### src/rtl/executor_fun.sv
// Function executor: accepts a one-hot-prioritised request, runs the selected
// function for its configured duration, and reports completion or cancellation.
module executor_fun #(
    parameter int unsigned DUR0 = 4,
    parameter int unsigned DUR1 = 8,
    parameter int unsigned DUR2 = 16
) (
    input  logic       clk,
    input  logic       reset,
    input  logic [2:0] req,
    input  logic       abort,
    output logic       ack,
    output logic       busy,
    output logic [2:0] active,
    output logic       done,
    output logic       aborted,
    output logic       multi
);

    localparam logic [1:0] IDLE    = 2'd0;
    localparam logic [1:0] RUN     = 2'd1;
    localparam logic [1:0] DONE    = 2'd2;
    localparam logic [1:0] RELEASE = 2'd3;

    localparam logic [7:0] LOAD0 = 8'(DUR0 - 1);
    localparam logic [7:0] LOAD1 = 8'(DUR1 - 1);
    localparam logic [7:0] LOAD2 = 8'(DUR2 - 1);

    logic [1:0] state;
    logic [7:0] count;
    logic [2:0] sel;
    logic [7:0] load;
    logic       multi_req;

    // Highest set request bit wins; the counter is loaded so that it reaches
    // zero in the last active cycle.
    always_comb begin
        sel  = 3'b000;
        load = 8'd0;
        if (req[2]) begin
            sel  = 3'b100;
            load = LOAD2;
        end else if (req[1]) begin
            sel  = 3'b010;
            load = LOAD1;
        end else if (req[0]) begin
            sel  = 3'b001;
            load = LOAD0;
        end
        multi_req = (req[0] & req[1]) | (req[0] & req[2]) | (req[1] & req[2]);
    end

    always_ff @(posedge clk) begin
        if (reset) begin
            state   <= IDLE;
            count   <= 8'd0;
            ack     <= 1'b0;
            busy    <= 1'b0;
            active  <= 3'b000;
            done    <= 1'b0;
            aborted <= 1'b0;
            multi   <= 1'b0;
        end else begin
            ack     <= 1'b0;
            done    <= 1'b0;
            aborted <= 1'b0;
            case (state)
                IDLE: begin
                    if (req != 3'b000) begin
                        state  <= RUN;
                        ack    <= 1'b1;
                        busy   <= 1'b1;
                        active <= sel;
                        count  <= load;
                        multi  <= multi_req;
                    end
                end
                RUN: begin
                    // Cancellation wins over normal completion in the same cycle.
                    if (abort) begin
                        state   <= RELEASE;
                        aborted <= 1'b1;
                        active  <= 3'b000;
                        count   <= 8'd0;
                    end else if (count != 8'd0) begin
                        count <= count - 8'd1;
                    end else begin
                        state  <= DONE;
                        done   <= 1'b1;
                        active <= 3'b000;
                    end
                end
                DONE: begin
                    state <= RELEASE;
                end
                RELEASE: begin
                    // Waiting for req to drop keeps a held request from re-firing.
                    if (req == 3'b000) begin
                        state <= IDLE;
                        busy  <= 1'b0;
                    end
                end
                default: begin
                    state <= IDLE;
                    busy  <= 1'b0;
                end
            endcase
        end
    end

endmodule
### config.mk
export PLATFORM = sky130hd
export DESIGN_NAME = executor_fun
export DESIGN_NICKNAME = d
export VERILOG_FILES = /design/src/rtl/executor_fun.sv
export SDC_FILE = /design/constraint.sdc
export NUM_CORES = 1
export LEC_CHECK = 0
export ABC_AREA = 1
export CAP_MARGIN = 5
export CORE_ASPECT_RATIO = 1.5
export CORE_MARGIN = 2
export CORE_UTILIZATION = 36
export DETAILED_ROUTE_END_ITERATION = 16
export SYNTH_ARGS = -nofsm -noshare
export SYNTH_HDL_FRONTEND = slang
export SYNTH_SLANG_ARGS = --single-unit
export TNS_END_PERCENT = 20
### constraint.sdc
create_clock -name clk -period 2.15 [get_ports clk]
set_clock_uncertainty 0.05 [all_clocks]
set_input_delay 0.43 -clock clk [delete_from_list [all_inputs] [get_ports clk]]
set_output_delay 0.43 -clock clk [all_outputs]
set_load 0.01 [all_outputs]
# Yosys cells after proc, flatten, opt, wreduce, memory -nomap -nowiden
# Index checks and enable logic that the tools add are counted.
[totals]
ff_bits = 18
input_bits = 6
out_inout_bits = 8
[classes]
n_mux = 25
n_eq_ne = 7
bitwise = 7
add_sub_neg = 1
reduce_logical = 14
[ops]
columns = ["operator", "n"]
rows = [
  ["8-bit two-way mux", 3],
  ["8-bit case mux with 2 select lines", 1],
  ["3-bit two-way mux", 5],
  ["2-bit two-way mux", 6],
  ["3-bit AND reduction", 4],
  ["2-bit case mux with 4 select lines", 1],
  ["8-bit nonzero test", 1],
  ["8-bit by 1-bit subtractor with 8-bit output (second input constant)", 1],
  ["1-bit two-way mux", 6],
  ["3-bit inequality test (second input constant)", 2],
  ["3-bit case mux with 2 select lines", 1],
  ["2-bit equality test (second input constant)", 2],
  ["4-bit two-way mux", 1],
  ["2-bit inequality test (second input constant)", 2],
  ["2-bit nonzero test", 2],
  ["2-bit OR reduction", 2],
  ["1-bit AND", 3],
  ["3-bit zero test", 1],
  ["3-bit nonzero test", 1],
  ["3-bit OR reduction", 1],
  ["2-bit by 1-bit equality test with 1-bit output (second input constant)", 1],
  ["2-bit zero test", 1],
  ["1-bit inverter", 2],
  ["1-bit OR", 2],
  ["2 further kinds", 2],
]

# Longest topological paths before layout
# Gate-level depths: netlist of the first run.
[logic_depth]
word_depth = 5
mapped_depth = 10
mapped_depth_nobuf = 10

# Worst setup path after synthesis of the first run
# OpenSTA, ideal clock, no wires.
[synth_path]
kind = "reg-to-reg"
start = "register state[1]"
end = "register count[6]"
period_less_slack_ns = 1.520
path_slack_ns = 0.630
arrival_ns = 1.354
path_stages_with_launch = 9
t_required_ns = 1.984
n_path_buf = 0
cell_sequence = "dfxtp_1 -> inv_1 -> ha_1 -> inv_2 -> or2_4 -> nand2_8 -> nand2_8 -> o21ai_1 -> nor2_2"
[synth_between]
elab_chain_cells = 3
elab_cells_between_ends = 7
[synth_lines]
columns = ["item", "line", "source"]
rows = [
  ["start, declared", "29", "logic [1:0] state;"],
  ["start signal, assigned", "55", "state <= IDLE;"],
  ["start signal, assigned", "70", "state <= RUN;"],
  ["start signal, assigned", "81", "state <= RELEASE;"],
  ["2-bit by 1-bit equality test with 1-bit output or 2-bit zero test (tied branches)", "67", "case (state)"],
  ["3-bit inequality test (no line) (tied with other cells)", "-", ""],
  ["3-bit AND reduction (no line)", "-", ""],
  ["end signal, assigned", "74", "count <= load;"],
  ["end signal, assigned", "86", "count <= count - 8'd1;"],
  ["end, declared", "30", "logic [7:0] count;"],
]
# Several ways; a longest one is shown, not always the timed one.
# A chain may end at the register's enable or synchronous reset.

# Worst setup path in the final report of the first run
[layout_path]
start = "input req[1]"
end = "register busy"
[layout_between]
elab_chain_cells = 3
elab_cells_between_ends = 5
[layout_lines]
columns = ["item", "line", "source"]
rows = [
  ["start, declared", "10", "input logic [2:0] req,"],
  ["3-bit zero test or 3-bit nonzero test (tied branches)", "98, 69", ""],
  ["2-bit inequality test (no line)", "-", ""],
  ["3-bit AND reduction (no line) *", "-", ""],
  ["end signal, assigned", "72", "busy <= 1'b1;"],
  ["end signal, assigned", "100", "busy <= 1'b0;"],
  ["end signal, assigned", "105", "busy <= 1'b0;"],
  ["end, declared", "13", "output logic busy,"],
]
# Mark *: on every way between the ends. The rest lies on a longest branch, timed or not.

==> metrics.csv, run 1 <==
metric,value,unit
status,"finished, final reports clean",
initial_core_util,0.372,
timing.hold.ws,0.413,ns
clock.fmax,0.574,GHz
holdBufCountCts,0,
grt_pass1_vias,1041,
hold_viol,0,
cp.required,2.24,ns
slew_viol_final,0,
synthTopCellsByArea,"dfxtp_1, nand2_1, inv_1",
internal-power,0.00101,W
place_area,1240,sq um
cpMaxStageDelayCell,clkdlybuf4s50_1,
diodes,0,
swShare,0.458,
start_kind,primary input,
clk-insertion-delay-late,0.25,ns
drive_gt1_frac,0.124,
end_kind,flip-flop,
die_y,70.5,um
cts-root-buf,clkbuf_8,
row_count,24,
synthesis.area,1060,sq um
relSlewSlack,0.734,
viasPerCell,4.67,
grt_use_total,0.152,
ys_ff_latch,18,
ir_worst_vdd,0.681,mV
ctsResizeCount,0,
avgSynthCellArea,6.98,sq um
syn_to_final_growth,22.4,%
wl_per_cell,11.0,um
cts_buffer_depth,2,
synth_nets,164,
io_buffers,13,
synth_cells,152,
path_class,primary input to flip-flop,
cts_setup_buffers,0,
rsz0062_at_grt,false,
cap_violations,0,
grt_max_degree,11,
setup_viol,0,
cts_tree,built,
p_switching,0.000856,W
synth_top_area_frac,0.340,
grt_pass1_wl,4.13,mm
setup-tns-final,0,ns
antenna_found_initial,0,
crit_fanout,4,
cpPeakStageDelay,0.43,ns
clk_pin_slew,0.07,ns
synth_top_area_cell,dfxtp_1,
p_leak,0.579,nW
ios,14,
nets,182,
core_area,2850,sq um
wirelength,2.29,mm
cts-htree-levels,1,
worstPathArrival,1.83,ns
seqPwrFrac,0.275,
clock_power_share,0.144,
yosysSeqAreaShare,0.340,
drcViolationCount,0,
synthDistinctLibCells,26,
die_area,3410,sq um
crit_chain,clkdlybuf4s50_1 -> nor2_2 -> nand2_1 -> o21ai_0 -> o21ai_0 -> nand3_1 -> nand2_1,
p_per_area,1440,nW/um^2
gr-total-overflow,0,
vias,971,
worst-slew-pin-transition,0.395,ns
ant_nets,0,
globalplace.congestion,0.774,
final_cell_area,1300,sq um
fillers,296,
die_x,48.3,um
drtIter0Drc,15,
fin_crit_sh,0.810,
ys_warn_count,0,
cts_buffers,3,
post-route-min-period,1.74,ns
hpwl,1.92,mm
hold_path.class,flip-flop to flip-flop,
drtPass1Iterations,4,
cts.sinks,18,
combPwrFrac,0.580,
per-layer routing:
| metal | GRT usage | share of wire |
|---|---|---|
| met1 | 0.147 | 0.40 |
| met2 | 0.312 | 0.57 |
| met3 | 0.0150 | 0.016 |
| met4 | 0.0667 | 0.018 |
| met5 | 0 | 0 |
cells in the mapped netlist:
library cell  count
clkbuf_1          1
o21ai_0           6
xnor2_1           1
a21oi_2           1
nor4_1            1
nand2_2           2
o22ai_1           1
dfxtp_1          18
nand2_1          34
nor2_2            3
inv_1            21
nand3_4           1
o21ai_1           4
nor2_1           16
inv_4             1
or2_4             1
nor3_1            2
inv_2             3
a21oi_1           9
nor2_4            1
nand2_8           2
o211ai_1          1
nand3_1          13
o21ai_2           1
ha_1              6
nand4_1           2
cell families after synthesis:
kind of cell	Yosys count	synth area share
AND/OR/NAND/NOR	78	0.368
buffers and inverters	26	0.0943
AO/OA/AOI/OAI	23	0.119
flip-flops	18	0.340
adder cells (fa/ha/maj)	6	0.0708
XOR/XNOR	1	0.00826
critical path, delay by kind of cell:
| family | cells | cell delay, ns |
|---|---|---|
| compound gates | 2 | 0.52 |
| simple gates | 4 | 0.45 |
| buf+inv | 1 | 0.43 |
stage by stage:
stage                     setup slack (ns)  cells  power (W)   util
after CTS                            0.398    208    0.00189  0.455
final                                0.409    208    0.00187  0.455
after floorplan                      0.630    152    0.00135      -
after global routing                 0.230    208    0.00207  0.455
after global placement               0.192    204    0.00160  0.436
after detailed placement             0.148    204    0.00161  0.436
worst paths after layout:
path | end | cells after the start | startpoint | slack [ns]
max reg2reg | count[3] | 9 | state[1] | 0.44
min reg2reg | active[2] | 2 | active[2] | 0.41
max | busy | 7 | req[1] | 0.41
min | active[2] | 2 | active[2] | 0.41
cells in the final DEF (no fill, tap or decap):
| cell | synthesis | final |
|---|---|---|
| a21oi_1 | 9 | 9 |
| a21oi_2 | 1 | 1 |
| buf_4 | 0 | 1 |
| clkbuf_8 | 0 | 4 |
| clkdlybuf4s50_1 | 0 | 13 |
| dfxtp_1 | 18 | 18 |
| ha_1 | 6 | 6 |
| inv_1 | 21 | 21 |
| inv_2 | 3 | 3 |
| inv_4 | 1 | 1 |
| nand2_1 | 34 | 34 |
| nand2_2 | 2 | 2 |
| nand2_8 | 2 | 2 |
| nand3_1 | 13 | 13 |
| nand3_4 | 1 | 1 |
| nand4_1 | 2 | 2 |
| nor2_1 | 16 | 16 |
| nor2_2 | 3 | 3 |
| nor2_4 | 1 | 1 |
| nor3_1 | 2 | 2 |
| nor4_1 | 1 | 1 |
| o211ai_1 | 1 | 1 |
| o21ai_0 | 6 | 6 |
| o21ai_1 | 4 | 4 |
| o21ai_2 | 1 | 1 |
| o22ai_1 | 1 | 1 |
| or2_4 | 1 | 1 |
| xnor2_1 | 1 | 1 |
area by class of cell:
cell class                      count  area [sq um]  area share
Clock buffer                        4          55.1      0.0424
Inverter                           25          96.3      0.0742
Multi-Input combinational cell    108           601       0.462
Sequential cell                    18           360       0.277
Tap cell                           39          48.8      0.0376
Timing Repair Buffer               14           138       0.106
registers in the layout, summed over array words and instances (netlist names):
signal,flops
state,2
active,3
done,1
count,8
ack,1
busy,1
multi,1
aborted,1
power groups by stage:
stage	clock, W	sequential [W]	combinational, W
after detailed placement	0	0.000523	0.00109
after CTS	0.000281	0.000516	0.00109
after global routing	0.000295	0.000529	0.00124
after global placement	0	0.000517	0.00108
final	0.000269	0.000515	0.00108
after floorplan	0	0.000518	0.000831
Note: power is estimated with default switching activity, not from simulation.
==> run 2, diff against run 1 <==
==> constraint.sdc (replaced) <==
create_clock -name clk -period 1.7 [get_ports clk]
set_clock_uncertainty 0.05 [all_clocks]
set_input_delay 0.34 -clock clk [delete_from_list [all_inputs] [get_ports clk]]
set_output_delay 0.34 -clock clk [all_outputs]
set_load 0.01 [all_outputs]
==> metrics.csv, run 2 (synthesis results as in run 1) <==
metric,value,unit
ir_worst_vdd,0.870,mV
start_kind,flip-flop,
core_area,2850,sq um
multi_input_area,606,sq um
drive_gt1_frac,0.170,
slew_viol_final,0,
die_area,3410,sq um
instances_no_fill,215,
cts_setup_buffers,0,
crit_top_cell,nand2_8,
cpPeakStageDelay,0.38,ns
hold_viol,0,
gr-total-overflow,0,
status,"finished, final reports clean",
top_regs,"count (8), active (3), state (2)",
io_buffers,13,
r2r_slack,0.15,ns
globalplace.congestion,0.839,
fillers,299,
final_cell_mix,"nand2_1, inv_1, dfxtp_1",
largest_register_ffs,8,
worstPathArrival,1.65,ns
grt_pass1_vias,1018,
die_y,70.5,um
crit_chain,inv_1 -> ha_2 -> or2_4 -> nand2_8 -> nand2_8 -> o21ai_1 -> nor2_2,
cts-root-buf,clkbuf_8,
die_x,48.3,um
utilization,0.473,
clock.fmax,0.644,GHz
holdBufCountCts,0,
top_register,count,
grt_max_degree,12,
setup_viol,0,
r2r-start,state[0],
cts.sinks,18,
ios,14,
clk_pin_slew,0.07,ns
path_buf_inv,1,
p_per_area,1760,nW/um^2
fin_crit_sh,0.913,
path_class,flip-flop to flip-flop,
relSlewSlack,0.813,
worst-slew-pin-transition,0.278,ns
cp_top_family,simple AND/OR/NAND/NOR gates,
final_cell_area,1350,sq um
syn_to_final_growth,27.2,%
row_count,24,
grt_use_total,0.158,
dp_cells,212,
diodes,0,
end_kind,flip-flop,
rr_endpoint,count[6],
cts_buffers,3,
drcViolationCount,0,
cap_violations,0,
register_area,360,sq um
cts_tree,built,
mostFrequentLayoutCell,nand2_1,
cts-htree-levels,1,
drtIter0Drc,16,
hpwl,1.88,mm
rsz0062_at_grt,false,
vias,1009,
grt_pass1_wl,4.22,mm
clk-insertion-delay-late,0.25,ns
ctsResizeCount,0,
p_leak,0.610,nW
antenna_found_initial,0,
viasPerCell,4.69,
wirelength,2.28,mm
wl_per_cell,10.6,um
min_from,active[0],
nets,190,
crit_fanout,9,
cts_buffer_depth,2,
min_path_cells,2,
ant_nets,0,
post-route-min-period,1.55,ns
hold_path.class,flip-flop to flip-flop,
drtPass1Iterations,5,
reg2reg_depth,7,
min_to,active[0],
initial_core_util,0.372,
cpMaxStageDelayCell,dfxtp_1,
setup-tns-final,0,ns
cp.required,1.80,ns
place_area,1300,sq um
[run 2: cell types whose count changed in the layout (fill, tap and decap cells not counted)]
cell	previous run	this run
buf_4	1	9
clkbuf_8	4	3
ha_1	6	5
nor2_1	16	15
ha_2	0	1
nor2_2	3	4
[run 2: how the worst max path moves through the flow]
| stage | to | slack [ns] | cells after the start | from |
|---|---|---|---|---|
| after floorplan | count[6] | 0.18 | 8 | state[1] |
| after global placement | count[3] | -0.06 | 9 | req[1] |
| after detailed placement | count[3] | -0.11 | 9 | req[1] |
| after CTS | count[6] | 0.09 | 7 | state[0] |
| after global routing | count[7] | 0.01 | 10 | req[1] |
| final | count[6] | 0.15 | 7 | state[0] |
[run 2: where the power goes]
| group | leakage, nW | internal [W] | switching [W] | total, W |
|---|---|---|---|---|
| Sequential | 0.148 | 0.000559 | 0.0000852 | 0.000644 |
| Clock | 0.0216 | 0.000158 | 0.000139 | 0.000297 |
| Combinational | 0.440 | 0.000572 | 0.000862 | 0.00143 |
| Total | 0.610 | 0.00129 | 0.00109 | 0.00237 |
[run 2: layout make-up]
type | instances | share of cell area
clock buffers | 3 | 0.0306
inverters | 25 | 0.0714
flip-flops and latches | 18 | 0.267
repair buffers | 22 | 0.146
multi-input cells | 108 | 0.449
well taps | 39 | 0.0361
[run 2: through the flow]
step	power (W)	hold WS, ns	setup WS (ns)
after CTS	0.00238	0.417	0.0855
after global routing	0.00264	0.437	0.0120
final	0.00237	0.414	0.148
after global placement	0.00207	0.404	-0.0630
after detailed placement	0.00208	0.408	-0.112
after floorplan	0.00171	0.369	0.180
[run 2: layer usage]
layer,track usage,part of all wire,vias to the layer above
met2,0.299,0.52,21
met4,0.0889,0.033,0
met1,0.162,0.41,450
met3,0.0214,0.028,7
met5,0,0,-
li1,-,-,531
[run 2: worst reg2reg max path, delay by kind of cell, from the launching register on]
| family | cells | cell delay (ns) |
|---|---|---|
| adders and majority gates | 1 | 0.22 |
| buffers and inverters | 1 | 0.11 |
| AOI/OAI and AO/OA | 1 | 0.16 |
| DFF | 1 | 0.38 |
| and+or+nand+nor | 4 | 0.52 |
